[src/rtl/wr_ctrl_mport_pkg.sv]
// Shared types and AXI constants for the multi-port write controller.
package wr_ctrl_mport_pkg;

    typedef enum logic [1:0] {
        ST_IDLE = 2'd0,
        ST_ADDR = 2'd1,
        ST_DATA = 2'd2,
        ST_RESP = 2'd3
    } wr_state_t;

    localparam logic [1:0] AXI_BURST_INCR     = 2'b01;
    localparam logic [1:0] AXI_RESP_OKAY      = 2'b00;
    localparam logic [2:0] AXI_AWSIZE_DEFAULT = 3'b110;

    // Width of a port index; a single port still needs one bit.
    function automatic int idx_width(input int n);
        return (n > 1) ? $clog2(n) : 1;
    endfunction

endpackage

[src/rtl/wr_ctrl_mport_rr_arbiter.sv]
// Round-robin arbiter: priority starts at the port after the last winner.
module rr_arbiter
    import wr_ctrl_mport_pkg::*;
#(
    parameter int NUM_PORTS = 2
) (
    input  logic                               clk,
    input  logic                               rst_n,
    input  logic [NUM_PORTS-1:0]               i_req,
    input  logic                               i_advance,
    output logic [NUM_PORTS-1:0]               o_grant,
    output logic [idx_width(NUM_PORTS)-1:0]    o_grant_idx
);

    localparam int IW = idx_width(NUM_PORTS);

    logic [IW-1:0]        r_ptr;
    logic [NUM_PORTS-1:0] w_grant;
    logic [IW-1:0]        w_idx;
    logic                 w_found;

    // First pass covers ports at or above the pointer, second pass wraps.
    always_comb begin
        w_grant = '0;
        w_idx   = '0;
        w_found = 1'b0;
        for (int p = 0; p < NUM_PORTS; p++) begin
            if (!w_found && i_req[p] && (p >= int'(r_ptr))) begin
                w_found    = 1'b1;
                w_idx      = IW'(p);
                w_grant[p] = 1'b1;
            end
        end
        for (int p = 0; p < NUM_PORTS; p++) begin
            if (!w_found && i_req[p] && (p < int'(r_ptr))) begin
                w_found    = 1'b1;
                w_idx      = IW'(p);
                w_grant[p] = 1'b1;
            end
        end
    end

    always_ff @(posedge clk or negedge rst_n) begin
        if (!rst_n) begin
            r_ptr <= '0;
        end else if (i_advance && w_found) begin
            r_ptr <= (w_idx == IW'(NUM_PORTS - 1)) ? '0 : w_idx + 1'b1;
        end
    end

    assign o_grant     = w_grant;
    assign o_grant_idx = w_idx;

endmodule

[src/rtl/wr_ctrl_mport.sv]
// Multi-port AXI write controller: arbitrates client bursts onto one AXI
// write channel with a single transaction outstanding.
module wr_ctrl_mport
    import wr_ctrl_mport_pkg::*;
#(
    parameter int         CTRL_ADDR_WIDTH = 28,
    parameter int         MEM_DQ_WIDTH    = 16,
    parameter int         NUM_PORTS       = 2,
    parameter logic [2:0] AWSIZE          = AXI_AWSIZE_DEFAULT
) (
    input  logic                                  clk,
    input  logic                                  rst_n,
    input  logic [NUM_PORTS-1:0]                  wr_req,
    input  logic [NUM_PORTS*CTRL_ADDR_WIDTH-1:0]  wr_addr,
    input  logic [NUM_PORTS*4-1:0]                wr_len,
    output logic [NUM_PORTS-1:0]                  wr_grant,
    input  logic [NUM_PORTS*MEM_DQ_WIDTH*8-1:0]   wr_data,
    input  logic [NUM_PORTS-1:0]                  wr_data_valid,
    output logic [NUM_PORTS-1:0]                  wr_data_ready,
    output logic [NUM_PORTS-1:0]                  wr_done,
    output logic [NUM_PORTS-1:0]                  wr_err,
    output logic [CTRL_ADDR_WIDTH-1:0]            axi_awaddr,
    output logic [3:0]                            axi_awid,
    output logic [3:0]                            axi_awlen,
    output logic [2:0]                            axi_awsize,
    output logic [1:0]                            axi_awburst,
    output logic                                  axi_awvalid,
    input  logic                                  axi_awready,
    output logic [MEM_DQ_WIDTH*8-1:0]             axi_wdata,
    output logic [MEM_DQ_WIDTH-1:0]               axi_wstrb,
    output logic                                  axi_wlast,
    output logic                                  axi_wvalid,
    input  logic                                  axi_wready,
    input  logic [3:0]                            axi_bid,
    input  logic [1:0]                            axi_bresp,
    input  logic                                  axi_bvalid,
    output logic                                  axi_bready,
    output logic                                  busy,
    output logic [1:0]                            state
);

    localparam int IW = idx_width(NUM_PORTS);
    localparam int DW = MEM_DQ_WIDTH * 8;

    wr_state_t                r_state;
    wr_state_t                w_next;
    logic [IW-1:0]            r_port;
    logic [CTRL_ADDR_WIDTH-1:0] r_addr;
    logic [3:0]               r_len;
    logic [3:0]               r_beat;
    logic [NUM_PORTS-1:0]     r_done;
    logic [NUM_PORTS-1:0]     r_err;

    logic [NUM_PORTS-1:0]     w_arb_grant;
    logic [IW-1:0]            w_arb_idx;
    logic                     w_grant_fire;
    logic                     w_sel_valid;
    logic [DW-1:0]            w_sel_data;
    logic [NUM_PORTS-1:0]     w_port_oh;
    logic [CTRL_ADDR_WIDTH-1:0] w_req_addr;
    logic [3:0]               w_req_len;
    logic                     w_beat_hs;
    logic                     w_b_hs;
    logic                     w_b_bad;

    // No grant during reset or in the cycle a completion pulse is showing.
    assign w_grant_fire = rst_n && (r_state == ST_IDLE) && (r_done == '0) && (|wr_req);

    rr_arbiter #(
        .NUM_PORTS (NUM_PORTS)
    ) u_arb (
        .clk         (clk),
        .rst_n       (rst_n),
        .i_req       (wr_req),
        .i_advance   (w_grant_fire),
        .o_grant     (w_arb_grant),
        .o_grant_idx (w_arb_idx)
    );

    always_comb begin
        w_sel_valid = 1'b0;
        w_sel_data  = '0;
        w_port_oh   = '0;
        w_req_addr  = '0;
        w_req_len   = '0;
        for (int p = 0; p < NUM_PORTS; p++) begin
            if (r_port == IW'(p)) begin
                w_sel_valid  = wr_data_valid[p];
                w_sel_data   = wr_data[p*DW +: DW];
                w_port_oh[p] = 1'b1;
            end
            if (w_arb_idx == IW'(p)) begin
                w_req_addr = wr_addr[p*CTRL_ADDR_WIDTH +: CTRL_ADDR_WIDTH];
                w_req_len  = wr_len[p*4 +: 4];
            end
        end
    end

    always_comb begin
        w_next        = r_state;
        wr_grant      = '0;
        axi_awvalid   = 1'b0;
        axi_wvalid    = 1'b0;
        axi_wlast     = 1'b0;
        wr_data_ready = '0;
        axi_bready    = 1'b0;
        case (r_state)
            ST_IDLE: begin
                if (w_grant_fire) begin
                    wr_grant = w_arb_grant;
                    w_next   = ST_ADDR;
                end
            end
            ST_ADDR: begin
                axi_awvalid = 1'b1;
                if (axi_awready) w_next = ST_DATA;
            end
            ST_DATA: begin
                axi_wvalid    = w_sel_valid;
                axi_wlast     = (r_beat == r_len);
                wr_data_ready = w_port_oh & {NUM_PORTS{axi_wready}};
                if (w_sel_valid && axi_wready && (r_beat == r_len)) w_next = ST_RESP;
            end
            ST_RESP: begin
                axi_bready = 1'b1;
                if (axi_bvalid) w_next = ST_IDLE;
            end
            default: w_next = ST_IDLE;
        endcase
    end

    assign w_beat_hs = (r_state == ST_DATA) && w_sel_valid && axi_wready;
    assign w_b_hs    = (r_state == ST_RESP) && axi_bvalid;
    assign w_b_bad   = (axi_bresp != AXI_RESP_OKAY) || (axi_bid != axi_awid);

    always_ff @(posedge clk or negedge rst_n) begin
        if (!rst_n) begin
            r_state <= ST_IDLE;
            r_port  <= '0;
            r_addr  <= '0;
            r_len   <= '0;
            r_beat  <= '0;
            r_done  <= '0;
            r_err   <= '0;
        end else begin
            r_state <= w_next;
            r_done  <= '0;
            r_err   <= '0;
            if (w_grant_fire) begin
                r_port <= w_arb_idx;
                r_addr <= w_req_addr;
                r_len  <= w_req_len;
            end
            if (w_beat_hs) begin
                r_beat <= axi_wlast ? 4'd0 : r_beat + 4'd1;
            end
            if (w_b_hs) begin
                r_done <= w_port_oh;
                if (w_b_bad) r_err <= w_port_oh;
            end
        end
    end

    assign axi_awaddr  = r_addr;
    assign axi_awid    = 4'(r_port);
    assign axi_awlen   = r_len;
    assign axi_awsize  = AWSIZE;
    assign axi_awburst = AXI_BURST_INCR;
    assign axi_wdata   = w_sel_data;
    assign axi_wstrb   = '1;
    assign wr_done     = r_done;
    assign wr_err      = r_err;
    assign busy        = (r_state != ST_IDLE);
    assign state       = r_state;

endmodule

[config.mk]
export PLATFORM = sky130hd
export DESIGN_NAME = wr_ctrl_mport
export DESIGN_NICKNAME = d
export VERILOG_FILES = /design/src/rtl/wr_ctrl_mport_pkg.sv /design/src/rtl/wr_ctrl_mport_rr_arbiter.sv /design/src/rtl/wr_ctrl_mport.sv
export SDC_FILE = /design/constraint.sdc
export NUM_CORES = 1
export LEC_CHECK = 0
export BUFFER_PORTS_ARGS = -buffer_cell sky130_fd_sc_hd__buf_4
export CAP_MARGIN = 20
export CORE_AREA = 2 2 209 211
export CTS_CLUSTER_SIZE = 40
export DETAILED_ROUTE_END_ITERATION = 12
export DIE_AREA = 0 0 211 213
export PLACE_DENSITY_LB_ADDON = 0.05
export SLEW_MARGIN = 40
export SYNTH_ARGS = -nofsm -noshare
export SYNTH_HDL_FRONTEND = slang
export SYNTH_HIERARCHICAL = 1
export SYNTH_SLANG_ARGS = --single-unit
[constraint.sdc]
create_clock -name clk -period 3.3 [get_ports clk]
set_input_delay 0.33 -clock clk [delete_from_list [all_inputs] [get_ports clk]]
set_output_delay 0.33 -clock clk [all_outputs]
set_load 0.01 [all_outputs]
==> results.py <==
metrics = {
    "cts": {
        "clockRootBuffer": "clkbuf_16",
        "clock_sinks": 44,
        "post_cts_buffers": 0,
        "numCtsBuffers": 5,
        "cts_tree": "built",
        "clock_latency_ps": 300,
        "cts_hold_buf": 0,
        "cts_max_level": 2,
        "ctsResizeCount": 0,
        "clk_path_buf_depth": 2,
        "clk_pin_slew_ps": 70,
    },
    "route": {
        "first_iter_violations": 109,
        "num_vias": 4711,
        "wl_per_cell_um": 21.04,
        "antenna_left": 0,
        "drt-total-wl_um": 30090,
        "drt-pass1-iter-count": 4,
        "drt-vias-per-instance": 3.294,
        "drc": 0,
    },
    "worst_setup_path": {
        "path_cells": "buf_4 -> mux2_1 -> buf_4",
        "crit_path_frequent_cell": "buf_4",
        "setup.worst_path.class": "register to output pin",
        "critPathCaptureType": "output pin",
        "required_ps": 2970,
        "startpoint_type": "register",
        "cpMaxStageDelayCell": "dfrtp_4",
        "cp.arrival_ps": 2180,
        "critPathMaxStageDelay_ps": 880,
        "r2r_slack_ps": 1240,
        "critPathMaxFanout": 48,
    },
    "sta": {
        "setup_viol": 0,
        "finClkSkew_ps": 10.20,
        "tightest_slew_ps": 735.5,
        "setup_slack_ps": 789.6,
        "fin_crit_ps": 2510,
        "period_share_pct": 76.07,
        "rsz0062_at_grt": "no",
        "relSlewSlack_pct": 50.97,
        "fin_setup_tns_ps": 0,
        "fmax_ghz": 0.3983,
        "drv_slew": 0,
        "finalHoldViolCount": 0,
    },
    "status": {
        "status": "complete, no violations",
    },
    "die": {
        "initial_core_util_pct": 9.134,
        "die_w_um": 211,
        "dieHeight_um": 213,
        "core-area_sq_um": 42700,
        "ios": 535,
        "fp-row-count": 76,
        "die_area_sq_um": 44940,
    },
    "placed_design": {
        "place.gp.congestion": 0.7984,
        "dp_hpwl_um": 26860,
        "dp_worst_setup_slack_ps": 1025,
        "place_inst": 1421,
        "portBuffers": 510,
    },
    "synth": {
        "synth.avg_cell_area_sq_um": 10.10,
        "syn-cell-area_sq_um": 3900,
        "synthArstFlopShare_pct": 100.0,
        "yosys_warnings": 6,
        "synth.yosys.seq_area_share_pct": 28.23,
        "syn_inst": 386,
        "ys_types": 36,
        "synth_edf_count": 0,
        "synth_seq_cells": 44,
        "synthFlopType": "dfrtp_1",
    },
    "power_and_ir_drop": {
        "p_sw_uw": 2162,
        "power_density_nw_per_um2": 619.1,
        "power.internal_uw": 3067,
        "sw_frac_of_total_pct": 41.35,
        "p_clk_share_pct": 11.3,
        "p_leak_uw": 0.004201,
        "vdd_ir_drop_max_mv": 0.3310,
        "power_frac_seq_pct": 20.2,
        "pwr-share-comb_pct": 68.4,
    },
    "finish": {
        "fin_nets": 1223,
        "final_util_pct": 19.78,
        "syn2layout_area_growth_pct": 116.6,
        "drive_gt1_share_pct": 70.67,
        "finalNonFillerCells": 1430,
    },
    "grt": {
        "antenna_found_initial": 3,
        "grt-ovfl-total": 0,
        "grt_usage_pct": 12.63,
        "grt_pass1_wl_um": 39340,
        "grt_pass1_vias": 4940,
        "grt_max_degree": 52,
    },
    "min_path": {
        "hp-class": "input pin to asynchronous set/reset pin",
    },
    "flow_run": {
        "cap_viol_max_count": 0,
    },
}
## cells by family after synthesis
group	share of synthesized area, %
flip-flops	28.23
other	0.1926
adder cells (fa/ha/maj)	1.925
XOR/XNOR	0.8982
buffers and inverters	8.341
multiplexers	46.04
AO/OA/AOI/OAI	6.770
AND/OR/NAND/NOR	7.604
## layout make-up
cell class / instances / area, sq um
antenna: 1 / 2.502
clock buffer: 6 / 128.9
clock inverter: 2 / 35.03
fill: 4873 / 34250
inverter: 6 / 22.52
multi-input combinational: 307 / 2567
sequential: 44 / 1105
tap: 546 / 683.2
timing repair buffer: 518 / 3901
## stage by stage
step	cell area, sq um	power, uW	hold WS, ps
after floorplan	3983	2787	34.41
after detailed placement	8279	4764	481.1
after CTS	8443	5402	217.0
final	8446	5229	170.8
after global placement	8279	4816	473.7
after global routing	8443	5669	234.5
## cell usage after synthesis, types with 4 or more instances
cell type | instances | area share [%]
xor2_1 | 4 | 0.90
clkbuf_1 | 4 | 0.38
buf_1 | 8 | 0.77
mux2_1 | 39 | 11
and2_1 | 4 | 0.64
ha_1 | 6 | 1.9
nand2_1 | 40 | 3.8
mux2i_1 | 32 | 8.2
mux2_2 | 92 | 27
nor2_1 | 5 | 0.48
o21ai_1 | 36 | 4.6
buf_2 | 14 | 1.8
inv_1 | 5 | 0.48
buf_4 | 25 | 4.8
dfrtp_1 | 44 | 28
## power groups by stage
stage / combinational (uW) / sequential [uW] / clock (uW)
floorplan: 1780 / 1010 / 0
global placement: 3730 / 1090 / 0
detailed placement: 3680 / 1090 / 0
CTS: 3690 / 1090 / 631
global route: 3900 / 1120 / 655
finish: 3580 / 1060 / 592
## state kept, by name (all words and copies together), names as in the netlist
signal and flops:
state 2, r_beat 4, r_port 1, axi_awaddr 28, wr_err 2, u_arb/r_ptr 1
axi_awlen 4, wr_done 2
## final timing paths
| path | start | endpoint | cells past startpoint |
|---|---|---|---|
| min reg2reg | axi_awaddr[6] | axi_awaddr[6] | 2 |
| min in group clk | wr_req[1] | u_arb/r_ptr | 2 |
| min | rst_n | axi_awaddr[9] | 2 |
| max reg2reg | r_port | r_beat[0] | 4 |
| max | r_port | axi_wdata[86] | 3 |
| max in group asynchronous | rst_n | r_port | 2 |
## metal layers
layer	part of all wire [%]	track usage, %	vias up
met4	0.77	1.627	0
met1	36	13.27	2148
met3	9.0	4.324	12
met5	0	0	-
li1	-	-	2307
met2	54	24.66	244
## worst max-delay path: cells and delay by family (launching register included)
kind     cells  cell delay [ps]
mux          1              370
flops        1              880
buf+inv      2              570
## cells in the final DEF (no fill, tap or decap), types with 6 or more instances in the layout
cell	Yosys	layout
mux2i_1	32	32
ha_1	6	6
mux2_2	92	92
o21ai_1	36	36
nand2_1	40	40
dfrtp_1	44	43
buf_4	25	517
conb_1	2	24
mux2_1	39	39
No activity file was read; power rests on OpenSTA's default activity.
